<file path="src/rtl/clk_div_pkg.sv">
// Shared types and constants for the multi-channel clock/tick generator.
package clk_div_pkg;

    localparam int W_DEF        = 32;
    localparam int RST_DIV_DEF  = 100000;
    localparam int RST_HIGH_DEF = 50000;

    typedef struct packed {
        logic [W_DEF-1:0] div;
        logic [W_DEF-1:0] high;
    } cfg_t;

    function automatic int ch_w(input int n);
        return (n > 1) ? $clog2(n) : 1;
    endfunction

endpackage

</file>
<file path="src/rtl/clk_div_channel.sv">
// One divider channel: counter, active/pending config and output flops.
module clk_div_channel
    import clk_div_pkg::*;
#(
    parameter int W        = W_DEF,
    parameter int RST_DIV  = RST_DIV_DEF,
    parameter int RST_HIGH = RST_HIGH_DEF
) (
    input  logic         clk,
    input  logic         rst,
    input  logic         en,
    input  logic         sync,
    input  logic         wr,
    input  logic [W-1:0] wr_div,
    input  logic [W-1:0] wr_high,
    output logic         clk_out,
    output logic         tick,
    output logic         pend
);

    typedef struct packed {
        logic [W-1:0] div;
        logic [W-1:0] high;
    } ch_cfg_t;

    ch_cfg_t      act, act_n, pnd, pnd_n;
    logic         pend_n;
    logic         run;
    logic [W-1:0] cnt, cnt_n;
    logic         wrap, restart;

    // Wrap test against the registered period only.
    assign wrap    = run && ((cnt + W'(1)) == act.div);
    assign restart = en && (sync || wrap);

    always_comb begin
        act_n  = act;
        pnd_n  = pnd;
        pend_n = pend;
        cnt_n  = '0;
        if (wr && (!en || restart)) begin
            act_n  = '{div: wr_div, high: wr_high};
            pend_n = 1'b0;
        end else if (wr) begin
            pnd_n  = '{div: wr_div, high: wr_high};
            pend_n = 1'b1;
        end else if (restart && pend) begin
            act_n  = pnd;
            pend_n = 1'b0;
        end
        if (en && run && !restart) begin
            cnt_n = cnt + W'(1);
        end
    end

    always_ff @(posedge clk or posedge rst) begin
        if (rst) begin
            act     <= '{div: W'(RST_DIV), high: W'(RST_HIGH)};
            pnd     <= '{div: W'(RST_DIV), high: W'(RST_HIGH)};
            pend    <= 1'b0;
            run     <= 1'b0;
            cnt     <= '0;
            clk_out <= 1'b0;
            tick    <= 1'b0;
        end else begin
            act     <= act_n;
            pnd     <= pnd_n;
            pend    <= pend_n;
            run     <= en;
            cnt     <= cnt_n;
            clk_out <= en && (cnt_n < act_n.high);
            tick    <= en && ((cnt_n + W'(1)) == act_n.div);
        end
    end

endmodule

</file>
<file path="src/rtl/clk_div_multi.sv">
// Multi-channel programmable clock/tick generator with glitch-free
// ratio updates and a shared phase-align input.
module clk_div_multi
    import clk_div_pkg::*;
#(
    parameter int CH       = 4,
    parameter int W        = W_DEF,
    parameter int RST_DIV  = RST_DIV_DEF,
    parameter int RST_HIGH = RST_HIGH_DEF
) (
    input  logic                 clk,
    input  logic                 rst,
    input  logic [CH-1:0]        en,
    input  logic                 sync,
    input  logic                 wr_en,
    input  logic [ch_w(CH)-1:0]  wr_ch,
    input  logic [W-1:0]         wr_div,
    input  logic [W-1:0]         wr_high,
    output logic                 wr_err,
    output logic [CH-1:0]        clk_out,
    output logic [CH-1:0]        tick,
    output logic [CH-1:0]        pend
);

    localparam int CW = ch_w(CH);

    logic ch_ok, div_ok, wr_ok;

    // Extra bit so a power-of-two CH compares without overflow.
    assign ch_ok  = {1'b0, wr_ch} < (CW + 1)'(CH);
    assign div_ok = wr_div >= W'(2);
    assign wr_ok  = wr_en && ch_ok && div_ok;

    always_ff @(posedge clk or posedge rst) begin
        if (rst) begin
            wr_err <= 1'b0;
        end else begin
            wr_err <= wr_en && !wr_ok;
        end
    end

    for (genvar i = 0; i < CH; i++) begin : g_ch
        clk_div_channel #(
            .W        (W),
            .RST_DIV  (RST_DIV),
            .RST_HIGH (RST_HIGH)
        ) u_ch (
            .clk     (clk),
            .rst     (rst),
            .en      (en[i]),
            .sync    (sync),
            .wr      (wr_ok && (wr_ch == CW'(i))),
            .wr_div  (wr_div),
            .wr_high (wr_high),
            .clk_out (clk_out[i]),
            .tick    (tick[i]),
            .pend    (pend[i])
        );
    end

endmodule

</file>
<file path="config.mk">
export PLATFORM = sky130hd
export DESIGN_NAME = clk_div_multi
export DESIGN_NICKNAME = d
export VERILOG_FILES = /design/src/rtl/clk_div_pkg.sv /design/src/rtl/clk_div_channel.sv /design/src/rtl/clk_div_multi.sv
export SDC_FILE = /design/constraint.sdc
export NUM_CORES = 2
export LEC_CHECK = 0
export BUFFER_PORTS_ARGS = -buffer_cell sky130_fd_sc_hd__buf_2
export CAP_MARGIN = 20
export CORE_UTILIZATION = 55
export DETAILED_ROUTE_END_ITERATION = 10
export GPL_ROUTABILITY_DRIVEN = 0
export GPL_TIMING_DRIVEN = 0
export PLACE_DENSITY = 0.69
export SLEW_MARGIN = 25
export SYNTH_ARGS = -nofsm -noshare
export SYNTH_HDL_FRONTEND = slang
export SYNTH_SLANG_ARGS = --single-unit
export TNS_END_PERCENT = 50
</file>
<file path="constraint.sdc">
create_clock -name clk -period 28.8 [get_ports clk]
set_clock_uncertainty 0.2 [all_clocks]
set_input_delay 5.76 -clock clk [delete_from_list [all_inputs] [get_ports clk]]
set_output_delay 5.76 -clock clk [all_outputs]
set_load 0.02 [all_outputs]
</file>
==> metrics.md <==
| Metric | Value |
|---|---|
| HP Class | reg -> reg |
| Avg Vias per Cell | 6.797 |
| YS warnings | 0 |
| Sequential share of power | 0.445 |
| Clock Tree Buf Depth | 3 |
| Root Driver | clkbuf_16 |
| Type of the worst setup path | in -> reg |
| Fin cells | 5462 |
| Syn_area_per_cell | 9.636 um^2 |
| Yosys reg bits | 657 |
| CP Max Fanout | 10 |
| Clock share of power | 0.335 |
| CP Capture Type | register |
| Fin crit share | 0.4521 |
| PostCTS Resize Cnt | 0 |
| CTS tree | built |
| Core area | between 70000 and 80000 um^2 |
| Routed WL | 149.4 mm |
| Power Dens Cells | 61.16 nW/um^2 |
| Dpl cell area | 43160 um^2 |
| Sequential area share after synthesis | 0.4002 |
| CP required | 29100 ps |
| Setup violators final | 0 |
| Period minus WS final | around 13000 ps |
| Routed length on met3 | 17.54 mm |
| Post-synth net total | 4501 |
| Die area | 76350 um^2 |
| Yosys cell types | 96 |
| Multi-input combinational cell area | roughly 23000 um^2 |
| Layout cells sized above 1 | 0.1402 |
| Final hold violation count | 0 |
| Post-synth EDFFs | 0 |
| Post-DP HPWL | 111.3 mm |
| Met2 wire len | 62.86 mm |
| Die Y | 276.3 um |
| Internal | 0.001926 W |
| Worst rel slew slack | 0.2114 |
| Met1 Wirelength | 59.67 mm |
| Total grt overflow | 0 |
| VDD IR max | 0.06616 mV |
| Gr usage total | 0.3852 |
| Critical path startpoint category | input pin |
| # hold bufs at CTS | 0 |
| Async S/R FF share, synth | 1.000 |
| Slew @ Worst Pin | 1183 ps |
| Reg area | 16560 um^2 |
| RSZ-0062 raised after global routing | no |
| CTS Buf Count | 71 |
| Area Overhead vs Synth | 9.902% |
| Die W | between 200 and 300 um |
| Antenna Nets Post-Route | 0 |
| Total number of vias | roughly 37000 |
| Initial Util | 0.5559 |
| Largest net degree at the start of global routing | 100 |
| Psw | 0.0008561 W |
| Clk sink count | 657 |
| Switching Fraction | 0.3077 |
| Clock-pin slew on the worst setup and hold paths | around 60 ps |
| Logic pwr share | 0.220 |
| Fillers | around 6300 |
| 1st-pass router iterations | 9 |
| DRC Markers | 0 |
| Fmax | roughly 77 MHz |
| Fin. max-slew vios | 0 |
| Most used DFF post-synth | dfrtp_1 |
| Top Layer Used | met5 |
| Clock latency on the worst-skew pair | 630 ps |
| Io pins | 87 |
| Static Leakage | 19.80 nW |
| Iter 0 DRT Violations | 5556 |
| Vias in the first global route | 34870 |
| Fin area | about 45000 um^2 |
| Max Cap Violations | 0 |
| Netlist Area Pre-Place | about 41000 um^2 |
| CP arrival | 13320 ps |
| DP Cell Count | 5332 |
| H-tree levels | 3 |
| Setup Buffers After CTS | 0 |
| FP Rows | 100 |
| First-pass GRT wire length | 222.5 mm |
| Layout Nets | 4642 |
| Synthesized instance count | 4295 |
| Status | finished clean |
| Port Buf Inserts | 60 |
| Drt wl/cell | approximately 27 um |
| Initial antenna violation count | 11 |
==> path summary, 6_finish.rpt <==
check | start | endpoint | slack [ps] | cells past startpoint
setup / recovery | wr_div[21] | g_ch[2].u_ch.clk_out | 15780 | 28
hold / removal | g_ch[1].u_ch.pnd[34] | g_ch[1].u_ch.pnd[34] | 280 | 2
setup reg to reg | g_ch[2].u_ch.cnt[2] | g_ch[2].u_ch.clk_out | 19520 | 28
hold reg to reg | g_ch[1].u_ch.pnd[34] | g_ch[1].u_ch.pnd[34] | 280 | 2
max in group asynchronous | rst | g_ch[3].u_ch.pnd[6] | 21770 | 5
min in group asynchronous | rst | g_ch[1].u_ch.act[3] | 4910 | 2
==> cells in the final DEF (no fill, tap or decap), types with 24 or more instances in the layout <==
master | Yosys | layout
dfrtp_1 | 561 | 561
nor2_1 | 287 | 287
nand2_1 | 272 | 272
inv_1 | 254 | 253
mux2_2 | 251 | 251
xnor2_1 | 219 | 219
clkbuf_1 | 192 | 203
a21oi_1 | 138 | 138
nand4_1 | 136 | 136
xor2_1 | 136 | 136
ha_1 | 132 | 132
a222oi_1 | 127 | 127
nand3_1 | 126 | 126
o21ai_0 | 115 | 115
nor3_1 | 100 | 97
dfstp_2 | 96 | 96
buf_2 | 26 | 87
mux2i_1 | 82 | 82
nor4_1 | 85 | 81
and3_1 | 74 | 74
clkbuf_16 | 0 | 73
a21o_1 | 56 | 56
nand2b_1 | 52 | 52
a22oi_1 | 45 | 45
buf_1 | 45 | 44
nor2b_1 | 44 | 44
nor3b_1 | 42 | 42
and4_1 | 38 | 38
and2_1 | 35 | 35
or3_1 | 32 | 32
or4_1 | 31 | 31
a221o_1 | 29 | 29
a211oi_1 | 29 | 29
a31oi_1 | 27 | 27
o21a_1 | 26 | 26
o211ai_1 | 24 | 24
==> synth_stat cells, drive strengths merged, types with 13 or more instances <==
| library cell | count | area, um^2 |
|---|---|---|
| mux2i | 82 | 820.8 |
| and4 | 38 | 332.8 |
| ha | 132 | 1652 |
| or3 | 32 | 200.2 |
| xor2 | 136 | 1191 |
| a211oi | 29 | 217.7 |
| or2 | 15 | 93.84 |
| nor2 | 288 | 1084 |
| a22oi | 45 | 337.8 |
| a222oi | 127 | 1271 |
| xnor2 | 219 | 1918 |
| inv | 255 | 957.2 |
| and2 | 35 | 219.0 |
| clkbuf | 196 | 740.7 |
| o21a | 27 | 210.2 |
| a31oi | 27 | 168.9 |
| dfstp | 96 | 2522 |
| a221o | 29 | 290.3 |
| a21oi | 139 | 699.4 |
| nor2b | 44 | 275.3 |
| nand3b | 20 | 150.1 |
| nor3b | 42 | 315.3 |
| o211ai | 24 | 180.2 |
| nand2 | 272 | 1021 |
| buf | 89 | 434.2 |
| nand2b | 52 | 325.3 |
| o21ai | 117 | 585.6 |
| nor3 | 101 | 510.5 |
| nor4b | 13 | 113.9 |
| nand3 | 126 | 630.6 |
| or4 | 32 | 244.0 |
| mux2 | 251 | 2826 |
| a21o | 56 | 420.4 |
| dfrtp | 561 | 14040 |
| o2111ai | 16 | 140.1 |
| nand4 | 137 | 872.1 |
| nor4 | 91 | 624.3 |
| a22o | 18 | 166.4 |
| and3 | 74 | 462.9 |
==> cell families (layout without fill, tap and decap cells) <==
kind of cell / Yosys count / after routing / share of synthesized area
AO/OA/AOI/OAI: 810 / 810 / 0.1465
XOR/XNOR: 371 / 371 / 0.08402
adder cells (fa/ha/maj): 134 / 134 / 0.04039
buffers and inverters: 541 / 733 / 0.05161
flip-flops: 657 / 657 / 0.4002
multiplexers: 333 / 333 / 0.08813
other: 0 / 6 / 0
AND/OR/NAND/NOR: 1449 / 1449 / 0.1892
==> layer usage <==
metal / global-route usage / vias up
met2: 0.5553 / 2361
met4: 0.2134 / 8
met1: 0.5329 / 18090
met3: 0.09160 / 502
li1: - / 16160
met5: 0 / -
==> power by group through the flow <==
| stage | Clock, W | Sequential, W | Combinational, W |
|---|---|---|---|
| 3_3_place_gp | 0 | 0.00124 | 0.000576 |
| 6_report | 0.000931 | 0.00124 | 0.000612 |
| 4_1_cts | 0.000937 | 0.00123 | 0.000598 |
| 2_1_floorplan | 0 | 0.00120 | 0.000439 |
| 3_5_place_dp | 0 | 0.00124 | 0.000593 |
| 5_1_grt | 0.000971 | 0.00125 | 0.000661 |
==> through the flow <==
stage	setup TNS, ps	util	setup WS (ps)	power [W]	hold slack, ps
floorplan	0	-	4588	0.001635	241.8
global placement	-1391690	0.5762	-2584	0.001819	258.3
detailed placement	0	0.5797	15380	0.001837	270.2
CTS	0	0.6106	16010	0.002765	283.0
global route	0	0.6107	15340	0.002884	307.2
finish	0	0.6109	15780	0.002782	282.6
==> state kept, by name (all words and copies together) (netlist names) <==
name / count
g_ch.u_ch.act: 256
g_ch.u_ch.clk_out: 4
g_ch.u_ch.cnt: 128
g_ch.u_ch.pend: 4
g_ch.u_ch.pnd: 256
g_ch.u_ch.run: 4
g_ch.u_ch.tick: 4
wr_err: 1
==> area by class of cell <==
cell class | instances | share of cell area
clock buffer | 107 | 0.04561
inverter | 256 | 0.02129
multi-input combinational | 3097 | 0.5000
sequential | 657 | 0.3641
tap | 969 | 0.02666
clock inverter | 17 | 0.004924
antenna | 6 | 0.0003301
buffer | 285 | 0.02616
timing repair buffer | 68 | 0.01095
==> worst max-delay path, stage by stage <==
cell	delay (ps)
clkbuf_1	470
nor4_1	430
nand4_1	190
o21ai_0	360
nor3_2	200
nor2_1	350
nor3_1	100
and4_1	250
clkbuf_1	190
nor2_1	710
clkbuf_1	530
clkbuf_1	540
clkbuf_1	510
a222oi_1	250
ha_1	370
a21o_1	160
a21oi_1	140
nor2b_1	60
o21ai_0	160
nand2b_1	80
a21oi_1	140
nor2b_1	60
o21ai_0	140
nand2b_1	80
a221o_1	340
a21oi_1	250
o221ai_1	200
a41oi_1	260
Note: power is estimated with default switching activity, not from simulation.
